**config.mk**
```make
export PLATFORM = sky130hd
export DESIGN_NAME = ps2_host_tx
export DESIGN_NICKNAME = d
export VERILOG_FILES = /design/src/rtl/ps2_host_tx.sv
export SDC_FILE = /design/constraint.sdc
export NUM_CORES = 1
export LEC_CHECK = 0
export ABC_AREA = 1
export BUFFER_PORTS_ARGS = -buffer_cell sky130_fd_sc_hd__buf_4
export CAP_MARGIN = 20
export CORE_MARGIN = 2
export CORE_UTILIZATION = 61
export DETAILED_ROUTE_END_ITERATION = 12
export GPL_ROUTABILITY_DRIVEN = 0
export PLACE_DENSITY_LB_ADDON = 0.15
export SYNTH_ARGS = -nofsm -noshare
export SYNTH_HDL_FRONTEND = slang
export SYNTH_SLANG_ARGS = --single-unit
```
**constraint.sdc**
```tcl
create_clock -name clk -period 2.3 [get_ports clk]
set_clock_uncertainty 0.05 [all_clocks]
set_input_delay 0.23 -clock clk [delete_from_list [all_inputs] [get_ports clk]]
set_output_delay 0.23 -clock clk [all_outputs]
set_load 0.05 [all_outputs]
```
**src/rtl/ps2_host_tx.sv**
```systemverilog
// ps2_host_tx
//   PS/2 host-to-device transmitter. Sends one command byte to the device
//   using the host request-to-send sequence, then samples the device ACK.
//   The clock and data lines are open-drain: the *_oe outputs drive
//   external tristate buffers that pull the line low when set.
//
// Ports
//   clk, rst_n   system clock, asynchronous active-low reset
//   tx_data      command byte, latched on accept
//   tx_valid     request to send tx_data (ignored while tx_ready=0)
//   tx_ready     block idle
//   ps2_clk_in   raw PS/2 clock line
//   ps2_data_in  raw PS/2 data line
//   ps2_clk_oe   1 = pull PS/2 clock low
//   ps2_data_oe  1 = pull PS/2 data low
//   tx_done      one-cycle pulse at the end of every transaction
//   tx_nack      with tx_done: device answered with ACK bit = 1
//   tx_timeout   with tx_done: transaction aborted on timeout

// Per-line conditioning: 2-flop synchroniser followed by a run-length
// glitch filter. The filtered level only changes after FILTER_LEN
// consecutive synchronised samples disagree with it.
module ps2_host_tx_filter #(
    parameter int FILTER_LEN = 8
) (
    input  logic clk,
    input  logic rst_n,
    input  logic raw,
    output logic filt
);
    localparam int CW = (FILTER_LEN < 2) ? 1 : $clog2(FILTER_LEN);

    logic [1:0]    sync;
    logic [CW-1:0] run_cnt;

    always_ff @(posedge clk or negedge rst_n) begin
        if (!rst_n) begin
            sync    <= 2'b11;
            filt    <= 1'b1;
            run_cnt <= '0;
        end else begin
            sync <= {sync[0], raw};
            if (sync[1] == filt) begin
                run_cnt <= '0;
            end else if (run_cnt == CW'(FILTER_LEN - 1)) begin
                filt    <= sync[1];
                run_cnt <= '0;
            end else begin
                run_cnt <= run_cnt + 1'b1;
            end
        end
    end
endmodule

module ps2_host_tx #(
    parameter int INHIBIT_CYCLES = 6000,
    parameter int FILTER_LEN     = 8,
    parameter int TIMEOUT_CYCLES = 200000
) (
    input  logic       clk,
    input  logic       rst_n,
    input  logic [7:0] tx_data,
    input  logic       tx_valid,
    output logic       tx_ready,
    input  logic       ps2_clk_in,
    input  logic       ps2_data_in,
    output logic       ps2_clk_oe,
    output logic       ps2_data_oe,
    output logic       tx_done,
    output logic       tx_nack,
    output logic       tx_timeout
);
    localparam int IW = (INHIBIT_CYCLES < 2) ? 1 : $clog2(INHIBIT_CYCLES);
    localparam int TW = (TIMEOUT_CYCLES < 2) ? 1 : $clog2(TIMEOUT_CYCLES);

    typedef enum logic [2:0] {
        IDLE,
        INHIBIT,
        RTS,
        SEND,
        ACK,
        WAIT_IDLE
    } state_t;

    state_t        state;
    logic [7:0]    data_r;
    logic          parity_r;
    logic          nack_r;
    logic [3:0]    bit_cnt;
    logic [IW-1:0] inh_cnt;
    logic [TW-1:0] to_cnt;

    logic clk_filt, data_filt, clk_prev;
    logic fall_clk;
    logic to_hit;

    ps2_host_tx_filter #(.FILTER_LEN(FILTER_LEN)) u_clk_filt (
        .clk   (clk),
        .rst_n (rst_n),
        .raw   (ps2_clk_in),
        .filt  (clk_filt)
    );

    ps2_host_tx_filter #(.FILTER_LEN(FILTER_LEN)) u_data_filt (
        .clk   (clk),
        .rst_n (rst_n),
        .raw   (ps2_data_in),
        .filt  (data_filt)
    );

    always_ff @(posedge clk or negedge rst_n) begin
        if (!rst_n) clk_prev <= 1'b1;
        else        clk_prev <= clk_filt;
    end

    // High in the first cycle the filtered clock reads 0 after reading 1.
    assign fall_clk = clk_prev & ~clk_filt;
    assign to_hit   = (to_cnt == TW'(TIMEOUT_CYCLES - 1));
    assign tx_ready = (state == IDLE);

    always_ff @(posedge clk or negedge rst_n) begin
        if (!rst_n) begin
            state       <= IDLE;
            data_r      <= '0;
            parity_r    <= 1'b0;
            nack_r      <= 1'b0;
            bit_cnt     <= '0;
            inh_cnt     <= '0;
            to_cnt      <= '0;
            ps2_clk_oe  <= 1'b0;
            ps2_data_oe <= 1'b0;
            tx_done     <= 1'b0;
            tx_nack     <= 1'b0;
            tx_timeout  <= 1'b0;
        end else begin
            tx_done    <= 1'b0;
            tx_nack    <= 1'b0;
            tx_timeout <= 1'b0;

            case (state)
                IDLE: begin
                    if (tx_valid) begin
                        data_r      <= tx_data;
                        parity_r    <= ~^tx_data;
                        inh_cnt     <= '0;
                        ps2_clk_oe  <= 1'b1;
                        ps2_data_oe <= 1'b0;
                        state       <= INHIBIT;
                    end
                end

                INHIBIT: begin
                    if (inh_cnt == IW'(INHIBIT_CYCLES - 1)) begin
                        ps2_data_oe <= 1'b1;   // start bit
                        state       <= RTS;
                    end else begin
                        inh_cnt <= inh_cnt + 1'b1;
                    end
                end

                // One cycle with both lines low, then hand the clock back
                // to the device while keeping the start bit on data.
                RTS: begin
                    ps2_clk_oe <= 1'b0;
                    bit_cnt    <= '0;
                    to_cnt     <= '0;
                    state      <= SEND;
                end

                SEND, ACK, WAIT_IDLE: begin
                    if (to_hit) begin
                        // Timeout wins over any simultaneous clock edge.
                        ps2_clk_oe  <= 1'b0;
                        ps2_data_oe <= 1'b0;
                        tx_done     <= 1'b1;
                        tx_timeout  <= 1'b1;
                        state       <= IDLE;
                    end else if (state == SEND) begin
                        if (fall_clk) begin
                            to_cnt  <= '0;
                            bit_cnt <= bit_cnt + 1'b1;
                            if (bit_cnt < 4'd8) begin
                                ps2_data_oe <= ~data_r[bit_cnt[2:0]];
                            end else if (bit_cnt == 4'd8) begin
                                ps2_data_oe <= ~parity_r;
                            end else begin
                                ps2_data_oe <= 1'b0;   // stop bit
                                state       <= ACK;
                            end
                        end else begin
                            to_cnt <= to_cnt + 1'b1;
                        end
                    end else if (state == ACK) begin
                        if (fall_clk) begin
                            nack_r <= data_filt;
                            to_cnt <= '0;
                            state  <= WAIT_IDLE;
                        end else begin
                            to_cnt <= to_cnt + 1'b1;
                        end
                    end else begin
                        // Wait for the device to release both lines.
                        if (clk_filt && data_filt) begin
                            tx_done <= 1'b1;
                            tx_nack <= nack_r;
                            state   <= IDLE;
                        end else if (fall_clk) begin
                            to_cnt <= '0;
                        end else begin
                            to_cnt <= to_cnt + 1'b1;
                        end
                    end
                end

                default: begin
                    ps2_clk_oe  <= 1'b0;
                    ps2_data_oe <= 1'b0;
                    state       <= IDLE;
                end
            endcase
        end
    end
endmodule

```
---- Word level (Yosys, flattened, before mapping) ----
Index checks and enable logic that the tools add are counted.
storage, ports and cells
  input bits .............................. 13
  bits in read-only memories .............. 0
  bits in registers ....................... 66
  latch bits .............................. 0
  memories ................................ 0
  memory bits (writable) .................. 0
operators by class
  bitwise logic cells ..................... 10
  add/subtract/negate cells ............... 5
  divide/modulo/power cells ............... 0
  shifts and indexed selects .............. 0
  $lt $le $gt $ge ......................... 2
  muxes and demuxes ....................... 53
  reduce and logical (&&, ||, !) cells .... 16
  eq/ne operators ......................... 27
  multipliers ............................. 0
operators with widths
  kind                   count
  $mux 18                5
  $mux 3                 14
  $pmux 18 s2            1
  $mux 13                2
  $pmux 13 s2            1
  $mux 1                 22
  $ne 4x4->1 const B     5
  $add 18x1->18 const B  1
  $eq 18x18->1 const B   1
  $ne 2x2->1 const B     7
  $add 13x1->13 const B  1
  $eq 13x13->1 const B   1
  $eq 3x3->1 const B     4
  $mux 4                 3
  $pmux 3 s4             1
  $reduce_and 5->1       2
  $not 1->1              9
  $reduce_and 3->1       3
  $pmux 4 s2             1
  $reduce_xnor 8->1      1
  $reduce_and 7->1       1
  $add 3x1->3 const B    2
  $eq 3x2->1 const B     2
  $ne 3x3->1 const B     2
  other kinds (17)       21

---- Longest topological paths before layout ----
Gate-level depths: netlist of the first run.
  depth after elaboration ................. 8
  mapped depth ............................ 11
  depth with buffers taken out ............ 11

---- By module ----
From an unflattened synthesis of the first run, not the netlist that was laid out.
second synthesis, totals
  cells, all modules ...................... 508
  area, all modules ....................... 3742.3 um^2
modules (own cells, without submodules)
  module              area each (um^2)  times used  cells an instance  seq. area each (um^2)
  ps2_host_tx         3279.4            1           466                1352.5
  ps2_host_tx_filter  231.5             2           21                 153.9

---- Worst setup path after synthesis of the first run ----
Ideal clock, no wire load.
  path kind ............................... reg-to-reg
  from .................................... reg state[0]
  to ...................................... reg data_r[6]
  path buffers ............................ 1
  clock period less this slack ............ 1827 ps
  arrival time ............................ 1652 ps
  setup slack ............................. 473 ps
  cell stages (with the launch flop) ...... 7
  library setup time ...................... 125 ps
  path through ............................ dfrtp_1 -> nor2_1 -> nand2_1 -> inv_1 -> nand2_1 -> buf_2 -> mux2_2
between the ends
  longest elaborated chain between the ends .. 2
RTL lines
  item                        RTL line  RTL
  from (decl)                 85        state_t state;
  from (signal assigned)      123       state <= IDLE;
  from (signal assigned)      148       state <= INHIBIT;
  from (signal assigned)      155       state <= RTS;
  $logic_not 3->1             n/a
  via tx_ready                64        output logic tx_ready,
  $reduce_and 2->1 (no line)  n/a
  to (signal assigned)        143       data_r <= tx_data;
  to (decl)                   86        logic [7:0] data_r;
The timed path passes the listed nets, and every way through them passes these cells.
A chain may end at the register's enable or synchronous reset.

---- Worst setup path after layout of the first run ----
  from .................................... reg to_cnt[0]
  to ...................................... reg state[1]
between the ends
  longest elaborated chain between the ends .. 3
  elaborated cells on any way between the ends .. 9
RTL lines
  item                                                             RTL line  RTL
  from (decl)                                                      91        logic [TW-1:0] to_cnt;
  from (signal assigned)                                           191       to_cnt <= to_cnt + 1'b1;
  from (signal assigned)                                           199       to_cnt <= to_cnt + 1'b1;
  from (signal assigned)                                           210       to_cnt <= to_cnt + 1'b1;
  $eq 18x18->1 (*)                                                 118       assign to_hit = (to_cnt == TW'(TIMEOUT_CYCLES - 1));
  $ne 5x5->1 (no line), or another cell as far along               n/a
  $reduce_and 7->1 (no line) / $pmux 3 s4 (equally long branches)  n/a
Every way passes the cells marked *; elsewhere a longest branch is shown, timed or not.

==> results by group, run 1 <==
Timing
  – Hold Vio Cnt, Final: 0
  – RSZ-0062 raised after global routing: false
  – Worst Tran Pin Value: 0.8208 ns
  – Fin crit share: 86.63%
  – Final Max Slew Viols: 0
  – # setup viols final: 0
  – Hold WS: around 0.075 ns
  – Setup TNS: 0 ns
  – Worst slew margin: 45.28%
  – Fin crit period: about 2 ns
  – Fmax: between 500 and 600 MHz
  – Fin worst setup slack: around 0.3 ns

Status
  – Outcome: finished, final reports clean

Critical path
  – Crit path DAT: 2.19 ns
  – CP max-delay cell: dfrtp_1
  – CP bufs+invs: 0
  – FF-to-FF path depth: 10
  – Worst Path Required: between 2 and 2.5 ns
  – Crit end category: flop
  – Startpoint types: flop
  – Worst setup path category: reg2reg
  – CP most frequent cell: nand2_1
  – Critical path depth: 10
  – Slowest Stage Delay on Critical Path: ~0.46 ns
  – Top delay family on crit path: simple AND/OR/NAND/NOR gates
  – Top fanout value on the critical path: 7
  – Worst path cell trace: ha_1 > nand3_1 > nor2_1 > nand3_1 > nand2_2 > nor2_1 > nor2_2 > nand2_1 > nand2_1 > nand2_1

Detailed routing
  – Vias/cell: roughly 5.4
  – Wire per inst: between 10 and 15 um
  – Top sig layer: met4
  – Final WL: 7.757 mm
  – Met2 WL: 3.648 mm
  – DR pass1 iterations: 4
  – DRC viols: 0
  – M1 WL: 3.578 mm
  – Antenna violation net count after detailed routing: 0
  – DR iter-0 viols: around 220
  – Metal3 WL: 314 um
  – Routed vias: around 3200

Final layout
  – Non-filler cells, final: between 500 and 600
  – Fin util: between 70% and 80%
  – Share of cells above drive strength 1: 12.84%
  – Design Area, Final: approximately 0.0042 mm^2
  – # diodes: 0
  – Area grow syn2layout: 12.16%
  – NumNets Final: approximately 540

Global routing
  – Largest net degree at the start of global routing: 67
  – First-pass GRT wire length: roughly 13 mm
  – Vias in the first global route: roughly 3000
  – Initial antenna violation count: 0
  – Total grt overflow: 0
  – All-layer global routing usage: roughly a quarter

Die
  – Initial Utilization: 62.93%
  – Die X: about 82 um
  – Die Ht: ~82 um
  – Core area: roughly 0.0059 mm^2
  – # IOs: 19
  – FP Rows: 28
  – Die ar.: a little under 0.007 mm^2

Synthesis
  – Number of distinct library cells after synthesis: 35
  – Seq/Total Area, Yosys: about 45%
  – Cell Area, Synth: about 0.0037 mm^2
  – Cells after synthesis: 488
  – Post-synthesis register bit count: 66
  – Yosys warns: 0
  – Mapped Nets: roughly 510
  – Post-Syn Area per Cell: roughly 7.6 um^2

Clock network
  – H-tree Lvls: 3
  – Inserted Clock Buffers: 9
  – Clock sink total: between 60 and 70
  – Clock transition at path regs: approximately 0.090 ns
  – Postcts setup bufs: 0
  – Clk Latency, worst-skew pair: around 0.36 ns
  – CTS tree: done
  – Clock buffer depth: 2
  – CTS root buf: clkbuf_8

Min path
  – Hold crit path type: in2reg
  – Hold Path Stages: 2

Pwr
  – Total power: 4.304 mW
  – Maximum vdd drop: a little over 700 uV
  – PD cells: 1030 mW/mm^2
  – Leak pwr: roughly 1.9 nW

Place
  – Dpl cells: roughly 580
  – Dpl ws: ~0.33 ns
  – Dpl cell area: just under 0.004 mm^2
  – IO buf count: 18
  – Detailed Place HPWL: approximately 5.6 mm

Run
  – Max-cap violations: 0
[synth_stat cells]
cell type | instances | area (um^2)
nor4_1 | 1 | 6.260
inv_1 | 49 | 183.9
a21oi_1 | 7 | 35.03
o22ai_1 | 1 | 6.260
nand3_1 | 39 | 195.2
nand2_2 | 1 | 6.260
nand3_4 | 1 | 17.52
nor2_2 | 3 | 18.77
nand4_1 | 15 | 93.84
buf_4 | 1 | 7.510
or2_2 | 1 | 6.260
o211ai_1 | 1 | 7.510
clkbuf_1 | 2 | 7.510
a31oi_1 | 2 | 12.51
xor2_1 | 12 | 105.1
nor3_2 | 1 | 10.01
o21ai_0 | 26 | 130.1
a31o_2 | 2 | 17.52
a21oi_2 | 1 | 8.760
nor3_1 | 10 | 50.05
buf_6 | 1 | 11.26
ha_1 | 8 | 100.1
o21a_1 | 1 | 7.510
dfstp_2 | 7 | 183.9
dfrtp_1 | 59 | 1476
and2_1 | 1 | 6.260
o21ai_1 | 14 | 70.07
nor3b_1 | 2 | 15.01
buf_2 | 4 | 20.02
mux2_2 | 6 | 67.56
nand2_1 | 132 | 495.5
o21bai_1 | 2 | 15.01
inv_2 | 4 | 15.01
nor2_1 | 61 | 229.0
xnor2_1 | 10 | 87.58
[area by class of cell]
class                   count  area [um^2]
multi-input cells         361         1823
fillers                   476         1742
flip-flops and latches     66         1660
well taps                  75        93.84
clock inverters             7        76.32
inverters                  53        198.9
clock buffers               9        123.9
repair buffers             26        202.7
[registers in the layout (all words and copies together), names as in the netlist, 2 cells and up]
register / cells
inh_cnt: 13
data_r: 8
u_data_filt.run_cnt: 3
u_data_filt.sync: 2
u_clk_filt.sync: 2
u_clk_filt.run_cnt: 3
to_cnt: 18
bit_cnt: 4
state: 3
[worst paths after layout]
kind                                     startpoint                     to  slack [ns]
worst max-delay path                      to_cnt[0]               state[1]        0.31
worst min-delay path                     tx_data[1]              data_r[1]        0.08
worst max register to register            to_cnt[0]               state[1]        0.31
worst min register to register  u_data_filt.sync[0]    u_data_filt.sync[1]        0.31
max in group asynchronous                     rst_n             bit_cnt[0]        1.18
min in group asynchronous                     rst_n  u_clk_filt.run_cnt[2]        0.46
[layer usage]
| layer | global-route usage [%] | vias up |
|---|---|---|
| met4 | 13.17 | 0 |
| met5 | 0 | - |
| met3 | 4.130 | 20 |
| met1 | 33.81 | 1506 |
| met2 | 40.98 | 74 |
| li1 | - | 1642 |
[kinds of logic (layout without fill, tap and decap cells)]
kind of cell	count (synthesis)	count (layout)	share of synthesized area, %
mux	6	6	1.813
buf+inv	61	95	6.582
fa+ha+maj	8	8	2.686
xor+xnor	22	22	5.171
simple gates	268	268	30.86
flops	66	66	44.56
compound gates	57	57	8.328
[placed cells by master (no fill, tap or decap), drive strengths merged]
cell         instances
nand2              133
nor2                64
dfrtp               59
inv                 56
nand3               40
o21ai               40
buf                 23
nand4               15
xor2                12
nor3                11
xnor2               10
clkbuf               9
ha                   8
a21oi                8
dfstp                7
mux2                 6
dlygate4sd3          3
nor3b                2
o21bai               2
a31o                 2
a31oi                2
clkinvlp             2
nor4                 1
o21a                 1
and2                 1
o211ai               1
or2                  1
o22ai                1
clkinv               1
bufinv               1
[report_power, final]
group / switching (mW) / total, mW / internal, mW / leakage [nW]
clock network: 0.506 / 1.02 / 0.510 / 0.0966
registers: 0.195 / 1.62 / 1.42 / 0.859
logic: 1.13 / 1.67 / 0.540 / 0.969
[timing repair]
item | CTS | global route
hold buffers | 3 | 0
endpoints found under the hold margin | 61 | 0
setup endpoints to repair | 0 | 1
resized for setup | 0 | 1
Power figures use the tool's default switching activity.
==> run 2: changes to the inputs <==
--- a/config.mk
+++ b/config.mk
@@ -8,8 +8,10 @@
 export ABC_AREA = 1
 export BUFFER_PORTS_ARGS = -buffer_cell sky130_fd_sc_hd__buf_4
 export CAP_MARGIN = 20
+export CORE_ASPECT_RATIO = 1.4
 export CORE_MARGIN = 2
-export CORE_UTILIZATION = 61
+export CORE_UTILIZATION = 64
+export CTS_BUF_LIST = sky130_fd_sc_hd__clkbuf_8
 export DETAILED_ROUTE_END_ITERATION = 12
 export GPL_ROUTABILITY_DRIVEN = 0
 export PLACE_DENSITY_LB_ADDON = 0.15
==> results by group, run 2 (synthesized netlist as in run 1, its figures left out) <==
Critical path
  – Slowest Stage Delay on Critical Path: 0.46 ns
  – Worst Path Required: 2.51 ns
  – Worst setup path category: reg2reg
  – Crit path DAT: between 2 and 2.5 ns
  – Top fanout value on the critical path: 8
  – CP most frequent cell: nand2_1
  – CP max-delay cell: dfrtp_1
  – Worst path cell trace: ha_1 > nand3_1 > nor2_1 > nand4_1 > nand2_1 > buf_4 > nand2_1 > o21ai_1
  – Crit end category: flop
  – Startpoint types: flop

Die
  – Die Ht: about 94 um
  – Core area: between 0.005 and 0.006 mm^2
  – FP Rows: 32
  – # IOs: 19
  – Die X: between 60 and 70 um
  – Initial Utilization: approximately two thirds
  – Die ar.: between 0.006 and 0.007 mm^2

Final layout
  – Fin util: around three quarters
  – NumNets Final: 539
  – Max FFs per register: 18
  – Leading cell types in the layout, fill and taps excluded: 132 x nand2_1, 61 x nor2_1, 59 x dfrtp_1, 49 x inv_1, 39 x nand3_1
  – Non-filler cells, final: roughly 590
  – Design Area, Final: roughly 0.0042 mm^2
  – Biggest regs: to_cnt x18, inh_cnt x13, data_r x8
  – # diodes: 0
  – Area grow syn2layout: 12.09%
  – Share of cells above drive strength 1: between 10% and 20%
  – Commonest non-fill, non-tap cell in the layout: nand2_1
  – # fillers: about 420
  – Biggest register: to_cnt

Global routing
  – First-pass GRT wire length: 13.95 mm
  – All-layer global routing usage: ~29%
  – Vias in the first global route: ~3300
  – Largest net degree at the start of global routing: 67
  – Initial antenna violation count: 0
  – Total grt overflow: 0

Run
  – Max-cap violations: 0

Timing
  – # setup viols final: 0
  – Hold WS: just under 0.07 ns
  – Fin crit share: roughly nine tenths
  – Worst slew margin: a little under half
  – Final Max Slew Viols: 0
  – Setup TNS: 0 ns
  – Hold Vio Cnt, Final: 0
  – Fmax: just under 500 MHz
  – Fin crit period: approximately 2.1 ns
  – Fin worst setup slack: 0.2453 ns
  – RSZ-0062 raised after global routing: false
  – Worst Tran Pin Value: 0.8096 ns

Place
  – Dpl ws: 0.3323 ns
  – Dpl cell area: approximately 0.0039 mm^2
  – Dpl cells: about 570
  – IO buf count: 18
  – Detailed Place HPWL: approximately 5.8 mm

Clock network
  – Clock buffer depth: 2
  – Clk Latency, worst-skew pair: between 0.3 and 0.4 ns
  – Clock transition at path regs: about 0.08 ns
  – H-tree Lvls: 3
  – Inserted Clock Buffers: 9
  – CTS tree: done
  – CTS root buf: clkbuf_8
  – Clock sink total: 66

Pwr
  – Total power: ~4.3 mW
  – Maximum vdd drop: about 900 uV
  – PD cells: approximately 1000 mW/mm^2
  – Leak pwr: between 1.5 and 2 nW

Detailed routing
  – Final WL: around 7.9 mm
  – Wire per inst: about 13 um
  – Routed vias: 3321
  – Antenna violation net count after detailed routing: 0
  – DR iter-0 viols: ~280
  – Vias/cell: about 5.6
  – DRC viols: 0
  – DR pass1 iterations: 6

Status
  – Outcome: finished, final reports clean

Min path
  – Hold crit path type: in2reg
## run 2: cell count changes in the layout (fill, tap and decap cells not counted), sizes merged
| cell | change |
|---|---|
| inv | -1 |
| clkinvlp | +2 |
| clkinv | -1 |
| buf | +1 |
## run 2: per-layer routing
layer  global-route usage, %  wire [um]  up-vias
li1                        -          -     1648
met1                   34.46       3237     1546
met2                   48.96       4016       98
met3                   6.115        360       29
met4                   13.17        303        0
met5                       0          0        -
## run 2: critical path: cells and delay by family, from the launching register on
family	cells	cell delay (ns)
AO/OA/AOI/OAI	1	0.14
adder cells (fa/ha/maj)	1	0.27
buffers and inverters	1	0.21
flip-flops	1	0.46
AND/OR/NAND/NOR	5	0.82
## run 2: report_power, final
group,switching (mW),total (mW),internal [mW]
combinational,1.13,1.68,0.551
sequential,0.193,1.61,1.42
clock,0.485,0.991,0.506
total,1.81,4.29,2.48
## run 2: layout make-up
| class | instances | area [um^2] | area share [%] |
|---|---|---|---|
| repair buffers | 27 | 210.2 | 5.033 |
| multi-input cells | 361 | 1821 | 43.59 |
| flip-flops and latches | 66 | 1660 | 39.75 |
| clock buffers | 9 | 123.9 | 2.966 |
| well taps | 68 | 85.08 | 2.037 |
| clock inverters | 7 | 77.57 | 1.857 |
| inverters | 53 | 198.9 | 4.763 |
## run 2: path summary, 6_finish.rpt
| kind | startpoint | endpoint | slack (ns) | cells after the start |
|---|---|---|---|---|
| min in group asynchronous | rst_n | u_data_filt.run_cnt[0] | 0.46 | 2 |
| setup / recovery | to_cnt[0] | to_cnt[12] | 0.25 | 8 |
| hold reg to reg | u_data_filt.sync[0] | u_data_filt.sync[1] | 0.31 | 0 |
| setup reg to reg | to_cnt[0] | to_cnt[12] | 0.25 | 8 |
| max in group asynchronous | rst_n | state[1] | 1.21 | 2 |
| hold / removal | tx_data[3] | data_r[3] | 0.07 | 2 |
## run 2: what timing repair did
item	in CTS	in global routing
buffers inserted	0	0
hold endpoints to repair	61	0
hold buffers	3	0
resized for setup	0	0
==> run 3: changes to the inputs <==
--- a/config.mk
+++ b/config.mk
@@ -5,12 +5,11 @@
 export SDC_FILE = /design/constraint.sdc
 export NUM_CORES = 1
 export LEC_CHECK = 0
-export ABC_AREA = 1
 export BUFFER_PORTS_ARGS = -buffer_cell sky130_fd_sc_hd__buf_4
 export CAP_MARGIN = 20
 export CORE_ASPECT_RATIO = 1.4
 export CORE_MARGIN = 2
-export CORE_UTILIZATION = 64
+export CORE_UTILIZATION = 63
 export CTS_BUF_LIST = sky130_fd_sc_hd__clkbuf_8
 export DETAILED_ROUTE_END_ITERATION = 12
 export GPL_ROUTABILITY_DRIVEN = 0
==> results by group, run 3 <==
Critical path
  – Crit end category: flop
  – FF-to-FF End: ps2_data_oe
  – Worst setup path category: reg2reg
  – Startpoint types: flop
  – R2R setup slack: roughly 0.15 ns
  – R2r startpoint: to_cnt[0]
  – Crit path DAT: roughly 2.3 ns
  – FF-to-FF path depth: 7
  – Top fanout value on the critical path: 8
  – Worst Path Required: ~2.5 ns

Timing
  – Worst slew margin: around 47%
  – Setup TNS: 0 ns
  – Fmax: 465.0 MHz
  – Fin crit share: about 94%
  – Fin worst setup slack: 0.1495 ns
  – Hold Vio Cnt, Final: 0
  – Final Max Slew Viols: 0
  – Fin crit period: ~2.2 ns
  – # setup viols final: 0
  – Worst Tran Pin Value: approximately 0.8 ns
  – RSZ-0062 raised after global routing: false

Final layout
  – Commonest non-fill, non-tap cell in the layout: dfrtp_1
  – Area grow syn2layout: 14.16%
  – Biggest regs: to_cnt x18, inh_cnt x13, data_r x8
  – Max FFs per register: 18
  – Non-filler cells, final: 440
  – # diodes: 0
  – Biggest register: to_cnt
  – Fin util: 75.13%
  – Leading cell types in the layout, fill and taps excluded: 59 x dfrtp_1, 39 x nor2_1, 31 x buf_4, 26 x nand2_1, 18 x o21ai_0
  – NumNets Final: 390
  – Share of cells above drive strength 1: 20.86%

Pwr
  – PD cells: between 1000 and 1500 mW/mm^2
  – Total power: 4.046 mW
  – Maximum vdd drop: between 800 and 900 uV
  – Leak pwr: ~1.8 nW

Clock network
  – CTS root buf: clkbuf_8
  – CTS tree: done
  – Clock buffer depth: 2
  – Clock sink total: 66
  – Clock transition at path regs: 0.07 ns
  – H-tree Lvls: 3
  – Inserted Clock Buffers: 9
  – Clk Latency, worst-skew pair: approximately 0.35 ns

Synthesis
  – Yosys top cell by area: dfrtp_1
  – Yosys warns: 0
  – Top cells by area, synth: dfrtp_1 43%, dfstp_2 5.4%, nor2_1 4.3%
  – Number of distinct library cells after synthesis: 50
  – Top cell type's share of synthesized area: a little over two fifths
  – Mapped Nets: roughly 360
  – Cells after synthesis: about 340
  – Commonest cells post-synth: 59 x dfrtp_1, 39 x nor2_1, 26 x nand2_1, 18 x o21ai_0, 16 x nand3_1
  – Post-Syn Area per Cell: 10.15 um^2
  – Prevailing post-synth register cell: dfrtp_1
  – Cell Area, Synth: roughly 0.0034 mm^2
  – Seq/Total Area, Yosys: approximately half
  – Post-synthesis register bit count: 66
  – FFs w/ async S/R, synth: 100.0%
  – Number of synthesized flops with an enable pin: 0
  – Most numerous cell in the Yosys netlist: dfrtp_1

Place
  – Detailed Place HPWL: approximately 4.8 mm
  – Dpl cells: approximately 420
  – Dpl ws: 0.05820 ns
  – IO buf count: 18

Global routing
  – All-layer global routing usage: about 26%
  – Vias in the first global route: between 2000 and 3000
  – Initial antenna violation count: 0
  – Total grt overflow: 0
  – Largest net degree at the start of global routing: 67
  – First-pass GRT wire length: approximately 12 mm

Detailed routing
  – Antenna violation net count after detailed routing: 0
  – Wire per inst: about 16 um
  – Vias/cell: between 5 and 6
  – DR pass1 iterations: 4
  – DRC viols: 0
  – Final WL: between 6 and 7 mm
  – Routed vias: 2620
  – DR iter-0 viols: 208

Min path
  – Hold path startpoint: tx_data[3]
  – Hold crit path type: in2reg
  – Hold Path Sink: data_r[3]
  – Hold Path Stages: 2

Status
  – Outcome: finished, final reports clean

Die
  – Die ar.: between 0.006 and 0.007 mm^2
  – Die Ht: 91.19 um
  – Initial Utilization: ~66%
  – Core area: 0.005197 mm^2
  – # IOs: 19
  – FP Rows: 31
  – Die X: ~66 um

Run
  – Max-cap violations: 0
[run 3: critical path, cell delays in order, from the launching register on]
cell	delay (ns)
dfrtp_1	0.40
ha_1	0.22
and3_1	0.19
nand3_1	0.19
or3_4	0.45
a21oi_2	0.13
o21ai_1	0.09
mux2_4	0.32
[run 3: cell families after synthesis]
kind of cell               Yosys count  synth area share (%)
DFF                                 66                 48.54
AOI/OAI and AO/OA                   59                 11.01
and+or+nand+nor                    146                 22.46
buffers and inverters               17                 2.633
muxes                               17                 6.291
adders and majority gates            8                 2.926
xor gates and xnor gates            24                 6.145
[run 3: layout make-up]
cell class / instances / area, um^2
well taps: 66 / 82.58
multi-input cells: 254 / 1680
clock inverters: 5 / 52.55
inverters: 4 / 15.01
clock buffers: 11 / 151.4
flip-flops and latches: 66 / 1660
fillers: 371 / 1292
repair buffers: 34 / 262.8
[run 3: per-layer routing]
layer	wire length (um)	part of all wire, %	track usage (%)
met1	2894	42	30.29
met2	3562	52	43.25
met3	252	3.7	6.815
met4	142	2.1	10.54
met5	0	0	0
[run 3: power by group]
group	internal (mW)	leakage [nW]	switching (mW)	total, mW
Clock	0.553	0.105	0.434	0.987
Combinational	0.617	0.801	0.746	1.36
Sequential	1.44	0.863	0.261	1.70
[run 3: worst max path at each step]
stage | startpoint | endpoint | slack [ns] | cells past startpoint
global placement | to_cnt[0] | ps2_data_oe | 0.14 | 7
CTS | to_cnt[0] | ps2_data_oe | 0.06 | 7
global route | to_cnt[0] | to_cnt[3] | 0.01 | 8
floorplan | state[0] | tx_ready | 0.23 | 3
finish | to_cnt[0] | ps2_data_oe | 0.15 | 7
detailed placement | to_cnt[0] | ps2_data_oe | 0.06 | 7
[run 3: what timing repair did]
| item | in CTS | in global routing |
|---|---|---|
| setup endpoints to repair | 0 | 21 |
| gates resized for setup | 0 | 1 |
| endpoints found under the hold margin | 61 | 0 |
| setup buffers | 0 | 0 |
| hold buffers | 3 | 0 |
[run 3: through the flow]
stage	cell area, um^2	hold slack (ns)
floorplan	3421	-0.1156
detailed placement	3666	0.2891
CTS	3900	0.06314
global route	3905	0.07450
finish	3905	0.08059
global placement	3666	0.2879
